--- config.mk ---
export PLATFORM = sky130hd
export DESIGN_NAME = frag_fifo_flat
export DESIGN_NICKNAME = d
export VERILOG_FILES = /design/src/rtl/frag_fifo_if.sv /design/src/rtl/frag_fifo.sv /design/src/flat_wrapper.sv
export SDC_FILE = /design/constraint.sdc
export NUM_CORES = 2
export LEC_CHECK = 0
export CORE_AREA = 2 2 281 491
export DETAILED_ROUTE_END_ITERATION = 10
export DIE_AREA = 0 0 283 493
export GPL_ROUTABILITY_DRIVEN = 0
export GPL_TIMING_DRIVEN = 1
export HOLD_SLACK_MARGIN = 0.12
export PLACE_DENSITY = 0.74
export SLEW_MARGIN = 40
export SYNTH_ARGS = -nofsm -noshare
export SYNTH_HDL_FRONTEND = slang
export SYNTH_SLANG_ARGS = --single-unit
--- constraint.sdc ---
create_clock -name clk -period 5 [get_ports clk]
set_clock_uncertainty 0.2 [all_clocks]
set_input_delay 0.5 -clock clk [delete_from_list [all_inputs] [get_ports clk]]
set_output_delay 0.5 -clock clk [all_outputs]
set_load 0.03 [all_outputs]
--- src/rtl/frag_fifo_if.sv ---
// Bus bundle between a t-pipe fragment FIFO and its producer/consumer.
interface frag_fifo_if #(
    parameter int unsigned DATA_WIDTH                  = 32,
    parameter int unsigned FIFO_MAX_FRAGMENTS          = 4,
    parameter int unsigned LOCAL_VERTEX_MEM_ADDR_WIDTH = 4
);
    localparam int unsigned DEPTH = FIFO_MAX_FRAGMENTS * (2 ** LOCAL_VERTEX_MEM_ADDR_WIDTH);
    localparam int unsigned CW    = $clog2(DEPTH + 1);
    localparam int unsigned FW    = $clog2(DEPTH + 1);

    logic                                   en;
    logic [DATA_WIDTH-1:0]                  wr_data;
    logic                                   wr_en;
    logic                                   rd_en;
    logic                                   clear_err;
    logic [LOCAL_VERTEX_MEM_ADDR_WIDTH-1:0] vertexSize;
    logic [DATA_WIDTH-1:0]                  rd_data;
    logic                                   full;
    logic                                   empty;
    logic                                   threshold;
    logic                                   overflow;
    logic                                   underflow;
    logic [CW-1:0]                          word_count;
    logic [FW-1:0]                          frag_count;

    modport master (
        output en, wr_data, wr_en, rd_en, clear_err, vertexSize,
        input  rd_data, full, empty, threshold, overflow, underflow, word_count, frag_count
    );

    modport slave (
        input  en, wr_data, wr_en, rd_en, clear_err, vertexSize,
        output rd_data, full, empty, threshold, overflow, underflow, word_count, frag_count
    );
endinterface

--- src/rtl/frag_fifo.sv ---
// FWFT circular word buffer that counts complete fragments of vertexSize+1 words.
module frag_fifo #(
    parameter int unsigned DATA_WIDTH                  = 32,
    parameter int unsigned FIFO_MAX_FRAGMENTS          = 4,
    parameter int unsigned LOCAL_VERTEX_MEM_ADDR_WIDTH = 4
) (
    input  logic       clk,
    input  logic       reset,
    frag_fifo_if.slave bus
);
    localparam int unsigned VW    = LOCAL_VERTEX_MEM_ADDR_WIDTH;
    localparam int unsigned DEPTH = FIFO_MAX_FRAGMENTS * (2 ** VW);
    localparam int unsigned AW    = $clog2(DEPTH);
    localparam int unsigned CW    = $clog2(DEPTH + 1);
    localparam int unsigned FW    = $clog2(DEPTH + 1);

    logic [DATA_WIDTH-1:0] mem_q [DEPTH];

    logic [AW-1:0] wr_ptr_q, wr_ptr_d;
    logic [AW-1:0] rd_ptr_q, rd_ptr_d;
    logic [VW-1:0] wi_q, wi_d;
    logic [VW-1:0] ri_q, ri_d;
    logic [CW-1:0] word_count_q, word_count_d;
    logic [FW-1:0] frag_count_q, frag_count_d;
    logic          overflow_q, overflow_d;
    logic          underflow_q, underflow_d;

    logic push_c, pop_c, full_c, empty_c, complete_c, retire_c;

    // Accept/reject decisions and next-state for pointers, indices, counts and sticky errors.
    always_comb begin
        wr_ptr_d     = wr_ptr_q;
        rd_ptr_d     = rd_ptr_q;
        wi_d         = wi_q;
        ri_d         = ri_q;
        word_count_d = word_count_q;
        frag_count_d = frag_count_q;
        overflow_d   = overflow_q;
        underflow_d  = underflow_q;

        full_c     = (word_count_q == CW'(DEPTH));
        empty_c    = (word_count_q == '0);
        pop_c      = bus.en & bus.rd_en & ~empty_c;
        push_c     = bus.en & bus.wr_en & (~full_c | pop_c);
        complete_c = push_c & (wi_q == bus.vertexSize);
        retire_c   = pop_c & (ri_q == bus.vertexSize);

        if (push_c) begin
            wr_ptr_d = (wr_ptr_q == AW'(DEPTH - 1)) ? '0 : wr_ptr_q + AW'(1);
            wi_d     = complete_c ? '0 : wi_q + VW'(1);
        end
        if (pop_c) begin
            rd_ptr_d = (rd_ptr_q == AW'(DEPTH - 1)) ? '0 : rd_ptr_q + AW'(1);
            ri_d     = retire_c ? '0 : ri_q + VW'(1);
        end

        case ({push_c, pop_c})
            2'b10:   word_count_d = word_count_q + CW'(1);
            2'b01:   word_count_d = word_count_q - CW'(1);
            default: word_count_d = word_count_q;
        endcase

        case ({complete_c, retire_c})
            2'b10:   frag_count_d = frag_count_q + FW'(1);
            2'b01:   frag_count_d = frag_count_q - FW'(1);
            default: frag_count_d = frag_count_q;
        endcase

        // A fresh error outranks clear_err in the same cycle.
        if (bus.en) begin
            overflow_d  = (overflow_q & ~bus.clear_err) | (bus.wr_en & ~push_c);
            underflow_d = (underflow_q & ~bus.clear_err) | (bus.rd_en & ~pop_c);
        end
    end

    // Control state; en=0 leaves every _d equal to its _q.
    always_ff @(posedge clk or posedge reset) begin
        if (reset) begin
            wr_ptr_q     <= '0;
            rd_ptr_q     <= '0;
            wi_q         <= '0;
            ri_q         <= '0;
            word_count_q <= '0;
            frag_count_q <= '0;
            overflow_q   <= 1'b0;
            underflow_q  <= 1'b0;
        end else begin
            wr_ptr_q     <= wr_ptr_d;
            rd_ptr_q     <= rd_ptr_d;
            wi_q         <= wi_d;
            ri_q         <= ri_d;
            word_count_q <= word_count_d;
            frag_count_q <= frag_count_d;
            overflow_q   <= overflow_d;
            underflow_q  <= underflow_d;
        end
    end

    // Storage array; contents are intentionally not reset.
    always_ff @(posedge clk) begin
        if (push_c) begin
            mem_q[wr_ptr_q] <= bus.wr_data;
        end
    end

    assign bus.rd_data    = mem_q[rd_ptr_q];
    assign bus.full       = full_c;
    assign bus.empty      = empty_c;
    assign bus.threshold  = (frag_count_q != '0);
    assign bus.overflow   = overflow_q;
    assign bus.underflow  = underflow_q;
    assign bus.word_count = word_count_q;
    assign bus.frag_count = frag_count_q;
endmodule

--- src/flat_wrapper.sv ---
// flat-port wrapper written by rule: the top's interface ports become plain ports
module frag_fifo_flat 
#(
    parameter int unsigned DATA_WIDTH                  = 32,
    parameter int unsigned FIFO_MAX_FRAGMENTS          = 4,
    parameter int unsigned LOCAL_VERTEX_MEM_ADDR_WIDTH = 4
)
  (clk, reset, bus_en, bus_wr_data, bus_wr_en, bus_rd_en, bus_clear_err, bus_vertexSize, bus_rd_data, bus_full, bus_empty, bus_threshold, bus_overflow, bus_underflow, bus_word_count, bus_frag_count);
  frag_fifo_if #(.DATA_WIDTH(DATA_WIDTH), .FIFO_MAX_FRAGMENTS(FIFO_MAX_FRAGMENTS), .LOCAL_VERTEX_MEM_ADDR_WIDTH(LOCAL_VERTEX_MEM_ADDR_WIDTH)) bus_i ();
  input  logic clk;
  input  logic reset;
  input wire logic [$bits(bus_i.en)-1:0] bus_en;
  input wire logic [$bits(bus_i.wr_data)-1:0] bus_wr_data;
  input wire logic [$bits(bus_i.wr_en)-1:0] bus_wr_en;
  input wire logic [$bits(bus_i.rd_en)-1:0] bus_rd_en;
  input wire logic [$bits(bus_i.clear_err)-1:0] bus_clear_err;
  input wire logic [$bits(bus_i.vertexSize)-1:0] bus_vertexSize;
  output wire logic [$bits(bus_i.rd_data)-1:0] bus_rd_data;
  output wire logic [$bits(bus_i.full)-1:0] bus_full;
  output wire logic [$bits(bus_i.empty)-1:0] bus_empty;
  output wire logic [$bits(bus_i.threshold)-1:0] bus_threshold;
  output wire logic [$bits(bus_i.overflow)-1:0] bus_overflow;
  output wire logic [$bits(bus_i.underflow)-1:0] bus_underflow;
  output wire logic [$bits(bus_i.word_count)-1:0] bus_word_count;
  output wire logic [$bits(bus_i.frag_count)-1:0] bus_frag_count;
  assign bus_i.en = bus_en;
  assign bus_i.wr_data = bus_wr_data;
  assign bus_i.wr_en = bus_wr_en;
  assign bus_i.rd_en = bus_rd_en;
  assign bus_i.clear_err = bus_clear_err;
  assign bus_i.vertexSize = bus_vertexSize;
  assign bus_rd_data = bus_i.rd_data;
  assign bus_full = bus_i.full;
  assign bus_empty = bus_i.empty;
  assign bus_threshold = bus_i.threshold;
  assign bus_overflow = bus_i.overflow;
  assign bus_underflow = bus_i.underflow;
  assign bus_word_count = bus_i.word_count;
  assign bus_frag_count = bus_i.frag_count;
  frag_fifo #(.DATA_WIDTH(DATA_WIDTH), .FIFO_MAX_FRAGMENTS(FIFO_MAX_FRAGMENTS), .LOCAL_VERTEX_MEM_ADDR_WIDTH(LOCAL_VERTEX_MEM_ADDR_WIDTH)) u_core (.clk(clk), .reset(reset), .bus(bus_i));
endmodule
==> metrics.txt <==
status=finished, final reports clean; Root Buffer=clkbuf_16; Core ar.=135,000 um2; CP bufs+invs=5; FFs w/ async S/R, synth=1.73%; Peak supply drop=0.000456 V; Synth Register Bits=2,084; Synth Flop Type=edfxtp_1; max cap viols=0; CP cell instances=buf_12, buf_16, buf_4, mux4_2, mux4_2, o21ai_0, buf_4, a21oi_1, dlygate4sd2_1; DRC=0; final number of hold-violating endpoints=0; Critical Path Fanout Max=41; hpwl dp=108,000 um; Slew Limit Fails=0; row count=179; grt total ovfl=0; CP endpoint kind=output pin; die height=493 um; CTS tree=built; Post-Synth Adder-Cell Area=0.211%; mux cell area share after synthesis=16.9%; Slew Limit Headroom=38.6%; CP delay by family, top=buffers and inverters; Synth top area share=76.2%; Reg area=62,400 um2; worst-margin pin slew=920 ps; Worst-Skew Late Latency=790 ps; Global Route Usage Sum=27.9%; Post-synth EDFFs=2,048; clk sinks=2,084; Post-Route WL=193,000 um; Die ar.=140,000 um2; critical path arrival=4220 ps; ANT nets after route=0; DR pass1 iterations=5; Filler Cells Inserted=8,211; Bufs on Longest Clock Path=3; area of the mapped netlist=80,700 um2; syn_area_per_cell=22.6 um2; WP data required=4300 ps; initial antenna violation count=11; largest net degree at the start of global routing=76; Synth Instances=3,565; CTS Buf Count=173; initial core utilization=59.6%; CP Launch Type=flop; final setup fails=0; synth top area cells=edfxtp_1, mux4_2, mux2i_1; CP Class=reg -> out; largest family of logic cells by synthesized area=multiplexers; XOR/XNOR Fraction of Synth Area=0.304%; Pleak=28.6 nW; Area Overhead vs Synth=13.0%; hold slack=165 ps; worst min-delay path class=in -> reg; Compound-Gate Fraction of Synth Area=2.24%; Nets=3,910; vias post-DR=39,200; Post-Syn Nets=3,620; dpl ws=416 ps; area fraction in and, or, nand and nor cells after synthesis=1.58%; Via density=6.75; port bufs=92; P per Cell Area=498 nW/um2; period utilisation layout=98.3%; IO Pins=93; FMAX=203 MHz; Worst path max stage delay=620 ps; Die X=283 um; wire per inst=33.2 um; multi-input logic area=17,800 um2; clk slew on worst S/H paths=70 ps; minimum clock period=4920 ps; first-pass GRT wire length=278,000 um; Slowest cell on crit path=dfrtp_4; setup ws final=83.9 ps; vias in the first global route=40,100; H-Tree Depth=4; sequential share of the synthesized area=77.3%; layout cells sized above 1=28.2%; total number of yosys warnings=0; First DRT Iteration DRCs=4,603; synth unique cells=62; top cell type by total area after synthesis=edfxtp_1
path summary, 6_finish.rpt:
check | from | end | slack (ps) | cells past startpoint
min in group asynchronous | reset | u_core.bus.frag_count[2] | 520 | 4
max | u_core.rd_ptr_q[0] | bus_rd_data[27] | 80 | 9
min | bus_wr_data[26] | u_core.mem_q[35][26] | 160 | 2
min reg2reg | u_core.bus.overflow | u_core.bus.overflow | 300 | 1
max in group asynchronous | reset | u_core.rd_ptr_q[2] | 3630 | 4
max reg2reg | u_core.bus.word_count[1] | u_core.bus.frag_count[6] | 950 | 11
Yosys cell counts, types with 4 or more instances:
cell / count
nand2_1: 45
ha_1: 12
nand3_1: 13
a211oi_1: 57
nand2b_1: 7
nor2_1: 115
mux2_2: 8
buf_4: 45
nand3b_1: 5
mux4_2: 536
xor2_1: 13
a21o_1: 6
a31oi_1: 5
a21oi_1: 65
clkbuf_1: 76
or2_2: 5
buf_2: 54
dfrtp_1: 36
and3_1: 4
nor2b_1: 49
buf_1: 15
o22ai_1: 22
o21ai_0: 35
a221oi_1: 8
inv_1: 10
mux2i_1: 148
edfxtp_1: 2048
buf_6: 7
nor3_1: 8
a211o_1: 4
o311ai_0: 6
a22oi_1: 44
xnor2_1: 15
where the power goes:
group	internal, mW	total, mW	leakage (nW)	switching [mW]
registers	19.5	19.9	18.9	0.377
clock network	7.48	13.5	2.74	6.06
logic	5.11	12.0	6.98	6.91
per-stage QoR:
step	std cells	instance area, um2	TNS [ps]	total power [mW]	utilization [%]
3_5_place_dp	5445	84900	0	32.0	62.7
6_report	5812	91200	0	45.4	67.3
2_1_floorplan	3565	80700	0	27.8	-
3_3_place_gp	5444	84800	0	31.9	62.6
4_1_cts	5803	91100	-21.2	45.7	67.2
5_1_grt	5810	91200	-4.98	46.8	67.3
routing by layer:
| metal | track usage, % | share of wire [%] | wire, um |
|---|---|---|---|
| met1 | 36.1 | 35 | 67700 |
| met5 | 0 | 0.016 | 31 |
| met3 | 4.46 | 8.4 | 16200 |
| met4 | 11.2 | 4.0 | 7800 |
| met2 | 48.1 | 52 | 101000 |
cells by family after synthesis:
family	Yosys count
buffers and inverters	211
DFF	2084
xor gates and xnor gates	28
and+or+nand+nor	267
adders and majority gates	13
muxes	694
AOI/OAI and AO/OA	268
final cells by class:
cell class | instances | area share [%]
Sequential cell | 2084 | 68.5
Multi-Input combinational cell | 1270 | 19.5
Clock buffer | 215 | 5.04
Timing Repair Buffer | 315 | 3.35
Tap cell | 1810 | 2.48
Clock inverter | 101 | 1.15
Inverter | 11 | 0.0453
Antenna cell | 6 | 0.0165
placed cells by master, fill, tap and decap left out, drive strengths merged, types with 10 or more instances in the layout:
cell / n
mux4: 536
edfxtp: 2048
inv: 16
a22oi: 44
xnor2: 15
clkinv: 71
nor2b: 49
a211oi: 57
nor2: 116
clkdlybuf4s50: 44
o22ai: 22
a21oi: 66
bufinv: 18
ha: 12
nand3: 14
xor2: 13
o21ai: 36
mux2: 10
buf: 227
dfrtp: 36
nand2: 45
dlygate4sd3: 32
mux2i: 148
clkbuf: 215
registers in the layout (all words and copies together) (netlist names):
signal / count
u_core.mem_q: 2048
u_core.bus.underflow: 1
u_core.wi_q: 4
u_core.bus.word_count: 7
u_core.ri_q: 4
u_core.bus.overflow: 1
u_core.rd_ptr_q: 6
u_core.bus.frag_count: 7
u_core.wr_ptr_q: 6
what timing repair did:
action / in CTS / in global routing
pin swaps: 0 / 0
endpoints found under the setup margin: 27 / 18
hold buffers: 32 / 0
endpoints found under the hold margin: 1957 / 0
gates resized for setup: 21 / 15
buffers inserted: 10 / 2
(Power assumes the default switching activity.)
